`config.mk`:
```
export PLATFORM = sky130hd
export DESIGN_NAME = endpoint_select_ctrl
export DESIGN_NICKNAME = d
export VERILOG_FILES = /design/src/rtl/endpoint_select_ctrl.sv
export SDC_FILE = /design/constraint.sdc
export NUM_CORES = 1
export LEC_CHECK = 0
export CORE_MARGIN = 5
export CORE_UTILIZATION = 53
export CTS_CLUSTER_DIAMETER = 120
export DETAILED_ROUTE_END_ITERATION = 12
export PLACE_DENSITY = 0.9
export SYNTH_ARGS = -nofsm -noshare
export SYNTH_HDL_FRONTEND = slang
export SYNTH_SLANG_ARGS = --single-unit
```
`constraint.sdc`:
```
create_clock -name Clk -period 2.9 [get_ports Clk]
set_input_delay 0.29 -clock Clk [delete_from_list [all_inputs] [get_ports Clk]]
set_output_delay 0.29 -clock Clk [all_outputs]
set_load 0.01 [all_outputs]
```
`src/rtl/endpoint_select_ctrl.sv`:
```
// Endpoint sequencer between the city-hit detector and the shortest-path search engine.
// Optional build macro ENDPOINT_DESELECT_EN: clicking the begin city again deselects it.
module endpoint_select_ctrl #(
    parameter int unsigned HOLDOFF_CYCLES = 2500000,
    parameter int unsigned TIMEOUT_CYCLES = 50000000,
    parameter int unsigned CW             = 10
) (
    input  logic          Clk,
    input  logic          Reset,
    input  logic          LEFT,
    input  logic          RIGHT,
    input  logic [CW-1:0] pos_x_in,
    input  logic [CW-1:0] pos_y_in,
    input  logic          search_done,
    output logic [CW-1:0] begin_x,
    output logic [CW-1:0] begin_y,
    output logic [CW-1:0] end_x,
    output logic [CW-1:0] end_y,
    output logic          begin_valid,
    output logic          end_valid,
    output logic          search_start,
    output logic          search_abort,
    output logic          busy,
    output logic          timeout_err,
    output logic [2:0]    state_out
);

    localparam int unsigned HO_W = (HOLDOFF_CYCLES > 0) ? $clog2(HOLDOFF_CYCLES + 1) : 1;
    localparam int unsigned TO_W = (TIMEOUT_CYCLES > 1) ? $clog2(TIMEOUT_CYCLES) : 1;

    typedef enum logic [2:0] {
        S_IDLE      = 3'd0,
        S_GOT_BEGIN = 3'd1,
        S_GOT_END   = 3'd2,
        S_START     = 3'd3,
        S_BUSY      = 3'd4,
        S_SHOW      = 3'd5
    } state_t;

    state_t          state;
    state_t          state_nxt;
    logic            hit;
    logic            hit_d;
    logic            right_d;
    logic            click;
    logic            cancel;
    logic [HO_W-1:0] holdoff;
    logic [TO_W-1:0] tmo_cnt;
    logic            tmo_hit;

    logic [CW-1:0]   begin_x_nxt;
    logic [CW-1:0]   begin_y_nxt;
    logic [CW-1:0]   end_x_nxt;
    logic [CW-1:0]   end_y_nxt;
    logic            begin_valid_nxt;
    logic            end_valid_nxt;
    logic            abort_nxt;
    logic            timeout_err_nxt;
    logic            start_nxt;
    logic            busy_nxt;
    logic            same_as_begin;

    // Edge-qualified click and cancel; holdoff suppresses bounce after an accepted click
    assign hit           = LEFT && ((pos_x_in != '0) || (pos_y_in != '0));
    assign click         = hit && !hit_d && (holdoff == '0);
    assign cancel        = RIGHT && !right_d;
    assign tmo_hit       = (tmo_cnt == TO_W'(TIMEOUT_CYCLES - 1));
    assign same_as_begin = (pos_x_in == begin_x) && (pos_y_in == begin_y);
    assign state_out     = state;

    always_ff @(posedge Clk) begin
        if (!Reset) begin
            hit_d   <= 1'b0;
            right_d <= 1'b0;
            holdoff <= '0;
            tmo_cnt <= '0;
        end else begin
            hit_d   <= hit;
            right_d <= RIGHT;
            if (click) begin
                holdoff <= HO_W'(HOLDOFF_CYCLES);
            end else if (holdoff != '0) begin
                holdoff <= holdoff - HO_W'(1);
            end
            if (state == S_START) begin
                tmo_cnt <= '0;
            end else if (state == S_BUSY) begin
                tmo_cnt <= tmo_cnt + TO_W'(1);
            end
        end
    end

    always_ff @(posedge Clk) begin
        if (!Reset) begin
            state <= S_IDLE;
        end else begin
            state <= state_nxt;
        end
    end

    always_comb begin
        state_nxt       = state;
        begin_x_nxt     = begin_x;
        begin_y_nxt     = begin_y;
        end_x_nxt       = end_x;
        end_y_nxt       = end_y;
        begin_valid_nxt = begin_valid;
        end_valid_nxt   = end_valid;
        timeout_err_nxt = timeout_err;
        abort_nxt       = 1'b0;

        case (state)
            S_IDLE: begin
                if (click && !cancel) begin
                    begin_x_nxt     = pos_x_in;
                    begin_y_nxt     = pos_y_in;
                    begin_valid_nxt = 1'b1;
                    end_valid_nxt   = 1'b0;
                    timeout_err_nxt = 1'b0;
                    state_nxt       = S_GOT_BEGIN;
                end
            end
            S_GOT_BEGIN: begin
                if (cancel) begin
                    begin_valid_nxt = 1'b0;
                    end_valid_nxt   = 1'b0;
                    state_nxt       = S_IDLE;
                end else if (click) begin
                    if (!same_as_begin) begin
                        end_x_nxt     = pos_x_in;
                        end_y_nxt     = pos_y_in;
                        end_valid_nxt = 1'b1;
                        state_nxt     = S_GOT_END;
                    end else begin
`ifdef ENDPOINT_DESELECT_EN
                        begin_valid_nxt = 1'b0;
                        state_nxt       = S_IDLE;
`else
                        state_nxt       = S_GOT_BEGIN;
`endif
                    end
                end
            end
            S_GOT_END: begin
                if (cancel) begin
                    begin_valid_nxt = 1'b0;
                    end_valid_nxt   = 1'b0;
                    state_nxt       = S_IDLE;
                end else begin
                    state_nxt = S_START;
                end
            end
            S_START: begin
                state_nxt = S_BUSY;
            end
            S_BUSY: begin
                // Cancel beats done, done beats timeout
                if (cancel) begin
                    abort_nxt       = 1'b1;
                    begin_valid_nxt = 1'b0;
                    end_valid_nxt   = 1'b0;
                    state_nxt       = S_IDLE;
                end else if (search_done) begin
                    state_nxt = S_SHOW;
                end else if (tmo_hit) begin
                    timeout_err_nxt = 1'b1;
                    begin_valid_nxt = 1'b0;
                    end_valid_nxt   = 1'b0;
                    state_nxt       = S_IDLE;
                end
            end
            S_SHOW: begin
                if (cancel) begin
                    begin_valid_nxt = 1'b0;
                    end_valid_nxt   = 1'b0;
                    state_nxt       = S_IDLE;
                end else if (click) begin
                    begin_x_nxt     = pos_x_in;
                    begin_y_nxt     = pos_y_in;
                    begin_valid_nxt = 1'b1;
                    end_valid_nxt   = 1'b0;
                    state_nxt       = S_GOT_BEGIN;
                end
            end
            default: begin
                state_nxt = S_IDLE;
            end
        endcase

        start_nxt = (state_nxt == S_START);
        busy_nxt  = (state_nxt == S_START) || (state_nxt == S_BUSY);
    end

    // Outputs registered alongside the state so they line up with state_out
    always_ff @(posedge Clk) begin
        if (!Reset) begin
            begin_x      <= '0;
            begin_y      <= '0;
            end_x        <= '0;
            end_y        <= '0;
            begin_valid  <= 1'b0;
            end_valid    <= 1'b0;
            search_start <= 1'b0;
            search_abort <= 1'b0;
            busy         <= 1'b0;
            timeout_err  <= 1'b0;
        end else begin
            begin_x      <= begin_x_nxt;
            begin_y      <= begin_y_nxt;
            end_x        <= end_x_nxt;
            end_y        <= end_y_nxt;
            begin_valid  <= begin_valid_nxt;
            end_valid    <= end_valid_nxt;
            search_start <= start_nxt;
            search_abort <= abort_nxt;
            busy         <= busy_nxt;
            timeout_err  <= timeout_err_nxt;
        end
    end

endmodule

```
==> results by group <==
Floorplanning
  – Area of the die: about 0.011 mm²
  – I/O pins: 74
  – Std-Cell Rows: 33
  – Width of the die: approximately 100 µm
  – Core box area: around 0.0083 mm²
  – Die height: between 100 and 150 µm
  – Starting utilization of the core area: about 55%

Timing
  – Maximum frequency from static timing analysis: between 0.3 and 0.4 GHz
  – Slew Limit Fails: 0
  – Worst slew pin tran: approximately 830 ps
  – Worst-case headroom to the max-slew limit: between 40% and 50%
  – Final period utilization: 92.6%
  – Post-route setup TNS: 0 ps
  – Worst setup skew after layout: 13.1 ps
  – Setup repair after global routing missed its margin: no
  – Final-report setup violation count: 0
  – Worst hold slack: 490 ps
  – Final Hold Viols: 0
  – Setup WS post-layout: 215 ps
  – Time the final worst path needs with I/O delays and setup: about 2700 ps

Place
  – HPWL reported at the end of detailed placement: 7910 µm
  – Number of port buffers: 73
  – Area of placed instances: between 0.005 and 0.006 mm²
  – Minimum setup slack after placement: between 200 and 250 ps
  – Final Wtd Congestion: 0.863

Logic synthesis
  – Syn Nets: ~530
  – Number of storage elements in the synthesis netlist: 99
  – Syn Area/Cell: between 9 and 10 µm²
  – Synth async-reset ratio: 0%
  – Proportion of synthesized chip area in sequential cells: 43.7%
  – Number of flops mapped to enable cells by yosys: 0
  – Top cells by area in the synthesized netlist: dfxtp_1, mux2i_1, nor2_1, xnor2_1, xor2_1
  – Area of the mapped netlist: 0.00453 mm²
  – Cell type with the highest aggregate area in the netlist: dfxtp_1
  – Post-synth top flop: dfxtp_1
  – Number of distinct library cells after synthesis: 57
  – Syn. warnings: 0
  – Synth top area share: 43.7%
  – Cells after synthesis: 500

Min path
  – Class of the tightest hold or removal check: reg -> reg

Clock tree
  – Root Driver: clkbuf_8
  – Number of buffers inserted during clock tree synthesis: 9
  – H-tree levels: 3
  – Sink Count: ~100
  – Reg clk slew, reported paths: ~100 ps
  – Clock latency on the worst-skew pair: between 300 and 400 ps
  – Clock tree from TritonCTS: yes
  – Buffers from clock root to sink, at most: 2
  – Quantity of hold-fixing buffers added after cts: 0
  – Gates resized, CTS repair: 0

Pwr
  – IR drop worst, VDD: between 600 and 700 µV
  – Leak pwr: between 2 and 2.5 nW
  – P_sw: ~1.4 mW
  – Clock share of power: approximately a quarter
  – Fraction of power consumed by combinational cells: 34.0%
  – Sequential power share: about 41%
  – Sw Share: between 30 and 40%
  – Total power divided by cell area: slightly above 700 mW/mm²
  – Cell internal power dissipation: approximately 2.6 mW

Global route
  – Largest net degree at the start of global routing: between 40 and 50
  – Number of global-route vias before repair: 3749
  – Overall overflow remaining after global route: 0
  – Antenna violations before repair: 0
  – Wire length of the first global-routing pass: between 15000 and 20000 µm
  – All-Layer GR Usage: a little over a fifth

Cells and area
  – Fraction of layout cells with a size suffix above 1: 7.60%
  – Fraction of the core area covered by cells at the end of the flow: about two thirds
  – Number of fill cells in the layout: approximately 650
  – Total number of nets in the final design: roughly 600
  – Final standard cell area without fillers: roughly 0.0056 mm²
  – Final antenna diode count: 0
  – P&R area growth vs syn: 23.6%

Worst setup path
  – Largest stage delay on the critical path: a little over 500 ps
  – Arrival time at the worst endpoint: 2930 ps
  – Highest net fanout along the worst path: 20
  – Critical path launch point type: flip-flop
  – List of cells traversed by the critical path: inv_1 -> ha_1 -> or3b_2 -> nor4_4 -> buf_4 -> nand3b_1 -> nor4_2 -> buf_12 -> mux2i_1 -> nor2_1
  – Slowest cell on crit path: or3b_2
  – CP Data Required Time: ~3100 ps
  – Sort of element at the end of the critical path: flip-flop
  – Category of the critical setup timing path: reg -> reg

Drt
  – Drt first pass iters: 5
  – Total wire length after detailed routing: approximately 11000 µm
  – Drt first-iter violations: approximately 180
  – Number of DRC violations after detailed routing: 0
  – Ratio of routed vias to standard cells: ~5.6
  – Wire per inst: 16.1 µm
  – Vias post-DR: about 3800
  – Post-route ant nets: 0

Run status
  – Outcome: finished, final reports clean

Run
  – Number of maximum-capacitance constraint violations: 0
[per-stage QoR]
stage | instances | power [mW]
final | 684 | 4.00
after global routing | 684 | 4.21
after CTS | 683 | 3.99
after detailed placement | 667 | 3.01
after global placement | 667 | 2.93
after floorplan | 500 | 2.67
[path summary, 6_finish.rpt]
path,cells after the start,start,slack (ps),end
min,2,tmo_cnt[14],490,tmo_cnt[14]
min reg2reg,2,tmo_cnt[14],490,tmo_cnt[14]
max reg2reg,10,holdoff[0],220,begin_x[5]
max,10,holdoff[0],220,begin_x[5]
[worst max-delay path: cells and delay by family, from the launching register on]
| kind | cells | cell delay, ps |
|---|---|---|
| adders and majority gates | 1 | 180 |
| buffers and inverters | 3 | 490 |
| DFF | 1 | 340 |
| muxes | 1 | 240 |
| and+or+nand+nor | 5 | 1280 |
[repair_timing]
action,in CTS,in global routing
endpoints found under the hold margin,0,0
endpoints found under the setup margin,0,1
setup buffers,0,1
[power groups by stage]
stage / Clock (mW) / Sequential, mW / Combinational (mW)
after detailed placement: 0 / 1.68 / 1.33
after CTS: 1.00 / 1.65 / 1.34
after global placement: 0 / 1.67 / 1.27
after floorplan: 0 / 1.66 / 1.01
final: 0.983 / 1.66 / 1.36
after global routing: 1.07 / 1.68 / 1.46
[sequential cells by signal (all words and copies together), names as in the netlist]
name / cells
holdoff: 22
end_x: 10
end_y: 10
end_valid: 1
begin_valid: 1
search_abort: 1
hit_d: 1
timeout_err: 1
search_start: 1
begin_y: 10
state_out: 3
busy: 1
begin_x: 10
tmo_cnt: 26
right_d: 1
[cell usage in the layout (no fill, tap or decap), types with 3 or more instances in the layout]
cell and n:
dfxtp_1 99, xnor2_1 38, nand2_1 28, and3_1 4, a21oi_1 8, nand3_1 13
mux2i_1 41, inv_1 9, a211oi_1 11, or4_1 7, nor2_1 105, xor2_1 17
clkdlybuf4s50_1 73, o21ai_0 6, nor3_1 14, or3_1 5, nor4_1 16, buf_4 10
nand4_1 9, clkbuf_8 10, nor4b_1 3
[cell families after synthesis]
group | synth area share, %
AO/OA/AOI/OAI | 7.37
XOR/XNOR | 10.6
adder cells (fa/ha/maj) | 0.552
buffers and inverters | 3.53
flip-flops | 43.7
multiplexers | 9.55
AND/OR/NAND/NOR | 24.6
[cell usage after synthesis, types with 2 or more instances]
cell             n
nand3b_1         2
nor4b_1          3
a31oi_1          2
dfxtp_1         99
or4_2            2
nand2b_1         2
or4_1            7
mux2_2           2
ha_1             2
a21oi_1          8
and3_1           4
or2_2            2
nand3_1         13
o31ai_1          2
a211o_2          2
mux2i_1         41
nor2_1         105
nor4_1          17
nand4_1          9
nand2_1         28
dlygate4sd1_1    3
and2_1           2
nor3_1          14
xnor2_1         38
a211oi_1        11
o21ai_0          6
clkbuf_1        11
buf_2            2
buf_6            2
nor2b_1          2
or3_1            5
inv_1            9
xor2_1          17
buf_4            3
[per-layer routing]
| metal | track usage, % | part of all wire (%) | wire length, µm |
|---|---|---|---|
| met5 | 0 | 0 | 0 |
| met4 | 6.16 | 2.2 | 240 |
| met3 | 5.46 | 3.8 | 421 |
| met2 | 38.0 | 51 | 5620 |
| met1 | 25.7 | 43 | 4700 |
[area by class of cell]
cell class	instances	area, µm²	area share [%]
Multi-Input combinational cell	370	2400	42.8
Sequential cell	99	1980	35.4
Timing Repair Buffer	84	826	14.7
Clock buffer	11	141	2.53
Tap cell	105	131	2.35
Clock inverter	5	85.1	1.52
Inverter	10	37.5	0.670
No activity file was read; power rests on OpenSTA's default activity.
